## src/rtl/frame_rect_renderer_if.sv

```systemverilog
// frame_rect_renderer_if
//   AXI4-Stream style pixel output bundle for frame_rect_renderer.
//   master modport: the renderer drives valid/last/data and samples ready.
//   slave modport : the downstream sink drives ready.
//   Signals:
//     m_axis_tvalid  pixel valid
//     m_axis_tready  sink ready
//     m_axis_tlast   final pixel of the frame
//     m_axis_tdata   RGB565 pixel
interface frame_rect_renderer_if;
  logic        m_axis_tvalid;
  logic        m_axis_tready;
  logic        m_axis_tlast;
  logic [15:0] m_axis_tdata;

  modport master (
    output m_axis_tvalid,
    output m_axis_tlast,
    output m_axis_tdata,
    input  m_axis_tready
  );

  modport slave (
    input  m_axis_tvalid,
    input  m_axis_tlast,
    input  m_axis_tdata,
    output m_axis_tready
  );
endinterface

```

## src/rtl/frame_rect_renderer.sv

```systemverilog
// frame_rect_renderer
//   Streams one FRAME_W x FRAME_H RGB565 frame per frame_start, raster order.
//   Each pixel takes the colour of the lowest-index enabled rectangle covering
//   it, else BG_COLOR. Rectangles are written into shadow slots at any time
//   and latched into active slots when a frame starts, so a frame never sees
//   a partial update.
//   Ports:
//     aclk, reset          clock, synchronous active-high reset
//     frame_start          request one frame (honoured only when idle)
//     cfg_we/cfg_idx       shadow slot write strobe and slot index
//     cfg_x0/x1/y0/y1      rectangle, start inclusive, end exclusive
//     cfg_color, cfg_en    fill colour and slot enable
//     busy                 frame in progress
//     frame_done           one-cycle pulse after the last pixel handshake
//     axis                 pixel stream (master side)
module frame_rect_renderer #(
  parameter int          FRAME_W  = 320,
  parameter int          FRAME_H  = 240,
  parameter logic [15:0] BG_COLOR = 16'h0000
) (
  input  logic        aclk,
  input  logic        reset,
  input  logic        frame_start,
  input  logic        cfg_we,
  input  logic [1:0]  cfg_idx,
  input  logic [8:0]  cfg_x0,
  input  logic [8:0]  cfg_x1,
  input  logic [8:0]  cfg_y0,
  input  logic [8:0]  cfg_y1,
  input  logic [15:0] cfg_color,
  input  logic        cfg_en,
  output logic        busy,
  output logic        frame_done,
  frame_rect_renderer_if.master axis
);

  localparam int NUM_SLOTS = 4;

  localparam logic [1:0] ST_IDLE  = 2'd0;
  localparam logic [1:0] ST_RUN   = 2'd1;
  localparam logic [1:0] ST_DRAIN = 2'd2;

  localparam logic [8:0] X_LAST = 9'(FRAME_W - 1);
  localparam logic [8:0] Y_LAST = 9'(FRAME_H - 1);

  typedef struct packed {
    logic        en;
    logic [8:0]  x0;
    logic [8:0]  x1;
    logic [8:0]  y0;
    logic [8:0]  y1;
    logic [15:0] color;
  } rect_t;

  rect_t [NUM_SLOTS-1:0] shadow_q;
  rect_t [NUM_SLOTS-1:0] active_q;

  logic [1:0]  state_q;
  logic [8:0]  x_q, y_q;
  logic        tvalid_q, tlast_q, frame_done_q;
  logic [15:0] tdata_q;

  logic [NUM_SLOTS-1:0] hit;
  logic [15:0]          pix_color;
  logic                 pix_fire;
  logic                 pix_last;

  // Degenerate rectangles (x1<=x0 or y1<=y0) fall out of the half-open
  // compares naturally; out-of-frame extents simply never reach the counters.
  for (genvar g = 0; g < NUM_SLOTS; g++) begin : g_hit
    assign hit[g] = active_q[g].en &&
                    (x_q >= active_q[g].x0) && (x_q < active_q[g].x1) &&
                    (y_q >= active_q[g].y0) && (y_q < active_q[g].y1);
  end

  // Walk from the highest slot down so the lowest matching index wins.
  always_comb begin
    pix_color = BG_COLOR;
    for (int i = NUM_SLOTS - 1; i >= 0; i--) begin
      if (hit[i]) pix_color = active_q[i].color;
    end
  end

  // Output register is refilled whenever it is empty or being consumed.
  assign pix_fire = (state_q == ST_RUN) && (!tvalid_q || axis.m_axis_tready);
  assign pix_last = (x_q == X_LAST) && (y_q == Y_LAST);

  always_ff @(posedge aclk) begin
    if (reset) begin
      state_q      <= ST_IDLE;
      x_q          <= '0;
      y_q          <= '0;
      tvalid_q     <= 1'b0;
      tlast_q      <= 1'b0;
      tdata_q      <= '0;
      frame_done_q <= 1'b0;
      shadow_q     <= '0;
      active_q     <= '0;
    end else begin
      frame_done_q <= 1'b0;

      // Shadow write; a same-edge copy below reads the old shadow contents.
      if (cfg_we)
        shadow_q[cfg_idx] <= {cfg_en, cfg_x0, cfg_x1, cfg_y0, cfg_y1, cfg_color};

      case (state_q)
        ST_IDLE: begin
          if (frame_start) begin
            active_q <= shadow_q;
            x_q      <= '0;
            y_q      <= '0;
            state_q  <= ST_RUN;
          end
        end
        ST_RUN: begin
          if (pix_fire) begin
            tdata_q  <= pix_color;
            tvalid_q <= 1'b1;
            tlast_q  <= pix_last;
            if (pix_last) begin
              state_q <= ST_DRAIN;
            end else if (x_q == X_LAST) begin
              x_q <= '0;
              y_q <= y_q + 9'd1;
            end else begin
              x_q <= x_q + 9'd1;
            end
          end
        end
        ST_DRAIN: begin
          // Last pixel is parked in the output register until accepted.
          if (tvalid_q && axis.m_axis_tready) begin
            tvalid_q     <= 1'b0;
            tlast_q      <= 1'b0;
            frame_done_q <= 1'b1;
            state_q      <= ST_IDLE;
          end
        end
        default: state_q <= ST_IDLE;
      endcase
    end
  end

  assign busy               = (state_q != ST_IDLE);
  assign frame_done         = frame_done_q;
  assign axis.m_axis_tvalid = tvalid_q;
  assign axis.m_axis_tlast  = tlast_q;
  assign axis.m_axis_tdata  = tdata_q;

endmodule

```

## src/flat_wrapper.sv

```systemverilog
// flat-port wrapper written by rule: the top's interface ports become plain ports
module frame_rect_renderer_flat 
#(
  parameter int          FRAME_W  = 320,
  parameter int          FRAME_H  = 240,
  parameter logic [15:0] BG_COLOR = 16'h0000
)
  (aclk, reset, frame_start, cfg_we, cfg_idx, cfg_x0, cfg_x1, cfg_y0, cfg_y1, cfg_color, cfg_en, busy, frame_done, axis_m_axis_tvalid, axis_m_axis_tlast, axis_m_axis_tdata, axis_m_axis_tready);
  frame_rect_renderer_if axis_i ();
  input  logic aclk;
  input  logic reset;
  input  logic frame_start;
  input  logic cfg_we;
  input  logic [1:0] cfg_idx;
  input  logic [8:0] cfg_x0;
  input  logic [8:0] cfg_x1;
  input  logic [8:0] cfg_y0;
  input  logic [8:0] cfg_y1;
  input  logic [15:0] cfg_color;
  input  logic cfg_en;
  output logic busy;
  output logic frame_done;
  output wire logic [$bits(axis_i.m_axis_tvalid)-1:0] axis_m_axis_tvalid;
  output wire logic [$bits(axis_i.m_axis_tlast)-1:0] axis_m_axis_tlast;
  output wire logic [$bits(axis_i.m_axis_tdata)-1:0] axis_m_axis_tdata;
  input wire logic [$bits(axis_i.m_axis_tready)-1:0] axis_m_axis_tready;
  assign axis_m_axis_tvalid = axis_i.m_axis_tvalid;
  assign axis_m_axis_tlast = axis_i.m_axis_tlast;
  assign axis_m_axis_tdata = axis_i.m_axis_tdata;
  assign axis_i.m_axis_tready = axis_m_axis_tready;
  frame_rect_renderer #(.FRAME_W(FRAME_W), .FRAME_H(FRAME_H), .BG_COLOR(BG_COLOR)) u_core (.aclk(aclk), .reset(reset), .frame_start(frame_start), .cfg_we(cfg_we), .cfg_idx(cfg_idx), .cfg_x0(cfg_x0), .cfg_x1(cfg_x1), .cfg_y0(cfg_y0), .cfg_y1(cfg_y1), .cfg_color(cfg_color), .cfg_en(cfg_en), .busy(busy), .frame_done(frame_done), .axis(axis_i));
endmodule
```

## config.mk

```make
export PLATFORM = sky130hd
export DESIGN_NAME = frame_rect_renderer_flat
export DESIGN_NICKNAME = d
export VERILOG_FILES = /design/src/rtl/frame_rect_renderer_if.sv /design/src/rtl/frame_rect_renderer.sv /design/src/flat_wrapper.sv
export SDC_FILE = /design/constraint.sdc
export NUM_CORES = 1
export LEC_CHECK = 0
export CAP_MARGIN = 30
export CORE_UTILIZATION = 50
export DETAILED_ROUTE_END_ITERATION = 10
export DONT_BUFFER_PORTS = 1
export PLACE_DENSITY = 0.74
export SYNTH_ARGS = -nofsm -noshare
export SYNTH_HDL_FRONTEND = slang
export SYNTH_SLANG_ARGS = --single-unit
```

## constraint.sdc

```tcl
create_clock -name aclk -period 3.5 [get_ports aclk]
set_input_delay 0.35 -clock aclk [delete_from_list [all_inputs] [get_ports aclk]]
set_output_delay 0.35 -clock aclk [all_outputs]
set_load 0.02 [all_outputs]
```

==> reports/qor.csv <==
stage;metric;value;unit
synthesis;Seq/Total Area, Yosys;46.8;%
sta;Fin Setup TNS;0;ns
clocking;worst skew pair latency;0.60;ns
clocking;postcts setup bufs;0;
clocking;CTS sink cnt;463;
floorplan;die span in y;201;um
drt;Vias/cell;5.61;
final_layout;final net count;2946;
setup_path;Buf/Inv on CP;0;
min_path;worst hold path depth;3;
synthesis;count of cell types in the netlist;56;
setup_path;r2r endpoint;u_core.axis.m_axis_tdata[8];
sta;Post-Route Skew;0.0167;ns
global_route;total track usage;29.1;%
synthesis;syn_nets;2748;
setup_path;CP max stage cell;and3_1;
final_layout;multi-input logic area;9380;um2
final_layout;most common cell after layout, fill and taps aside;nand2_1;
final_layout;most frequent cells in the layout;nand2_1, dfxtp_1, a21oi_1;
power_and_ir_drop;Pwr Total;12.1;mW
synthesis;Post-synth EDFFs;0;
setup_path;Req. time, crit path;4.01;ns
global_route;largest net degree at the start of global routing;252;
synthesis;Ys Warns;0;
setup_path;CP Capture Type;flop;
drt;Iter 0 DRT Violations;1699;
drt;DR vias;18534;
floorplan;die area;40400;um2
power_and_ir_drop;Comb pwr share;9.5;%
drt;DRC viols;1;
setup_path;Reg2Reg Launch Point;u_core.x_q[8];
setup_path;crit-path cells;ha_1 > a211oi_1 > o211ai_1 > a2111oi_0 > and4_4 > and3_1 > a32oi_1 > a22oi_1;
synthesis;Post-Syn Area;19800;um2
final_layout;Register Area;9270;um2
global_route;antenna violations before repair;0;
final_layout;synthesis-to-layout area growth;24.2;%
power_and_ir_drop;clock share of power;44.0;%
synthesis;Synth Instances;2547;
floorplan;I/O pins;80;
drt;post-route ant nets;0;
synthesis;Avg Cell Area, Syn;7.78;um2
floorplan;Starting Density;51.0;%
final_layout;Fill cells;3117;
synthesis;Yosys top cell area share;46.8;%
placed_design;Final HPWL DP;33800;um
clocking;clk root buf;clkbuf_16;
global_route;vias in the first global route;18334;
sta;Fmax;300;MHz
clocking;Max Root-Sink Buffers;3;
global_route;first-pass GRT wire length;95100;um
setup_path;R2R setup slack;0.17;ns
min_path;Hold Crit Class;input pin to flop;
power_and_ir_drop;peak supply drop;0.335;mV
sta;Slew Viols, Final;0;
synthesis;Synth area leader;dfxtp_1;
flow_run;Max Cap Viol;0;
drt;final wirelength;59600;um
status;failing checks;DRC;
sta;# setup viols final;0;
min_path;Worst Hold End;u_core.state_q[1];
power_and_ir_drop;Switching Fraction;25.6;%
sta;Final Hold Fails;0;
power_and_ir_drop;sequential power share;46.5;%
clocking;Num CTS Buffers;47;
synthesis;Async SR Flop Fraction;0;%
sta;Final Cycle Share;95.2;%
setup_path;max incr delay on CP;0.70;ns
floorplan;Die W;201;um
placed_design;# port buffers;0;
setup_path;WP data arrival;3.84;ns
setup_path;Setup crit start kind;flop;
drt;average wire per standard cell;18.1;um
synthesis;count of state elements after synthesis;463;
final_layout;# diodes;0;
final_layout;layout cells sized above 1;4.24;%
global_route;total grt overflow;0;
drt;First-pass DRT Iterations;8;
sta;worst-margin pin slew;1.02;ns
setup_path;Reg2Reg Depth;8;
synthesis;top cells by area, synth;dfxtp_1, nand2_1, a21oi_1, ha_1, inv_1;
power_and_ir_drop;internal power;8.96;mW
floorplan;Core ar.;38800;um2
placed_design;RePlAce Congestion;0.918;
power_and_ir_drop;power per standard cell area;490;nW/um2
clocking;number of gates resized after cts;0;
power_and_ir_drop;LEAKAGE;9.44;nW
sta;Worst slew margin;32.0;%
setup_path;crit path kind;flop to flop;
clocking;clk slew on worst S/H paths;0.06;ns
min_path;hold path start;frame_start;
clocking;CTS tree;built;
clocking;H-Tree Depth;2;
power_and_ir_drop;P_sw;3.09;mW
status;status;finished with violations;
floorplan;row cnt;72;
sta;RSZ-0062 raised after global routing;no;
setup_path;Crit Path Max Fanout;16;
sta;crit path time final;3.33;ns
setup_path;Top Family by Delay on Critical Path;compound AO/OA/AOI/OAI gates;
synthesis;Synth Flop Type;dfxtp_1;
==> layer usage <==
metal	share of wire (%)	wire length, um	GRT usage [%]	vias up
met4	3.1	1840	11.1	0
met5	0	0	0	-
met3	7.5	4460	4.71	125
met1	42	24800	37.6	8835
met2	48	28600	48.7	764
li1	-	-	-	8810
==> flip-flops by register name (all words and copies together) (netlist names) <==
register	flops
u_core.active_q	212
u_core.axis.m_axis_tdata	16
u_core.axis.m_axis_tlast	1
u_core.axis.m_axis_tvalid	1
u_core.frame_done	1
u_core.shadow_q	212
u_core.state_q	2
u_core.x_q	9
u_core.y_q	9
==> what timing repair did <==
action / CTS / global route
hold buffers: 282 / 0
setup endpoints to repair: 0 / 0
endpoints found under the hold margin: 431 / 0
==> power groups by stage <==
stage                     Combinational (mW)  Clock (mW)  Sequential, mW
after floorplan                        0.724           0            5.67
after global placement                 0.883           0            5.71
after detailed placement               0.911           0            5.71
after CTS                               1.11        5.32            5.60
after global routing                    1.23        5.55            5.61
final                                   1.14        5.31            5.60
==> layout make-up <==
type                    instances  area share (%)
clock buffers                  70            5.67
flip-flops and latches        463            37.7
repair buffers                306            12.5
clock inverters                17           0.957
multi-input cells            1771            38.2
well taps                     518            2.64
inverters                     156            2.38
==> synth_stat cells (all sizes together) (2+ instances only) <==
library cell  number
o21ai             19
buf                7
nand4             11
o31a               2
a31oi             24
nor3b              4
o22ai              2
o2111ai            7
nand3             17
clkbuf           150
nor2b              3
a211oi            10
nand3b             2
nor3               5
a32oi             17
a211o              3
and2               4
or2                2
ha               141
and3               8
o21a               7
inv              156
a41oi              2
nand2            888
xor2              13
a21oi            449
a21o              12
a22oi             19
and4               3
o221ai             2
a2111oi            9
nor2              32
o31ai             17
nand2b            14
o211ai             7
nor4               5
dfxtp            463
==> worst register-to-register path: stages (launching register included) <==
cell and delay (ns):
dfxtp_1 0.60, ha_1 0.33, a211oi_1 0.25, o211ai_1 0.13, a2111oi_0 0.42, and4_4 0.33
and3_1 0.70, a32oi_1 0.21, a22oi_1 0.28
==> worst max-delay path by stage <==
stage | end | from | cells after the start | slack, ns
2_1_floorplan | u_core.axis.m_axis_tdata[6] | u_core.x_q[5] | 9 | 0.88
3_3_place_gp | u_core.axis.m_axis_tdata[12] | u_core.x_q[0] | 10 | 0.47
3_5_place_dp | u_core.axis.m_axis_tdata[8] | u_core.x_q[8] | 8 | 0.36
4_1_cts | u_core.axis.m_axis_tdata[13] | u_core.x_q[8] | 8 | 0.34
5_1_grt | u_core.y_q[0] | u_core.y_q[1] | 8 | 0.06
6_report | u_core.axis.m_axis_tdata[8] | u_core.x_q[8] | 8 | 0.17
==> logic make-up after synthesis <==
group	count (synthesis)	share of synthesized area, %
buf+inv	313	6.01
xor+xnor	14	0.619
simple gates	1003	20.1
mux	2	0.107
flops	463	46.8
fa+ha+maj	141	8.91
compound gates	611	17.5
==> per-stage QoR <==
step | utilization (%) | instances | worst slack, ns | hold WS (ns) | instance area, um2
floorplan | - | 2547 | 0.877 | 0.432 | 19800
global placement | 51.8 | 2931 | 0.473 | 0.431 | 20100
detailed placement | 51.8 | 2932 | 0.361 | 0.437 | 20100
CTS | 63.3 | 3301 | 0.337 | 0.0609 | 24600
global route | 63.3 | 3301 | 0.0575 | 0.121 | 24600
finish | 63.3 | 3301 | 0.169 | 0.210 | 24600
Power figures use the tool's default switching activity.
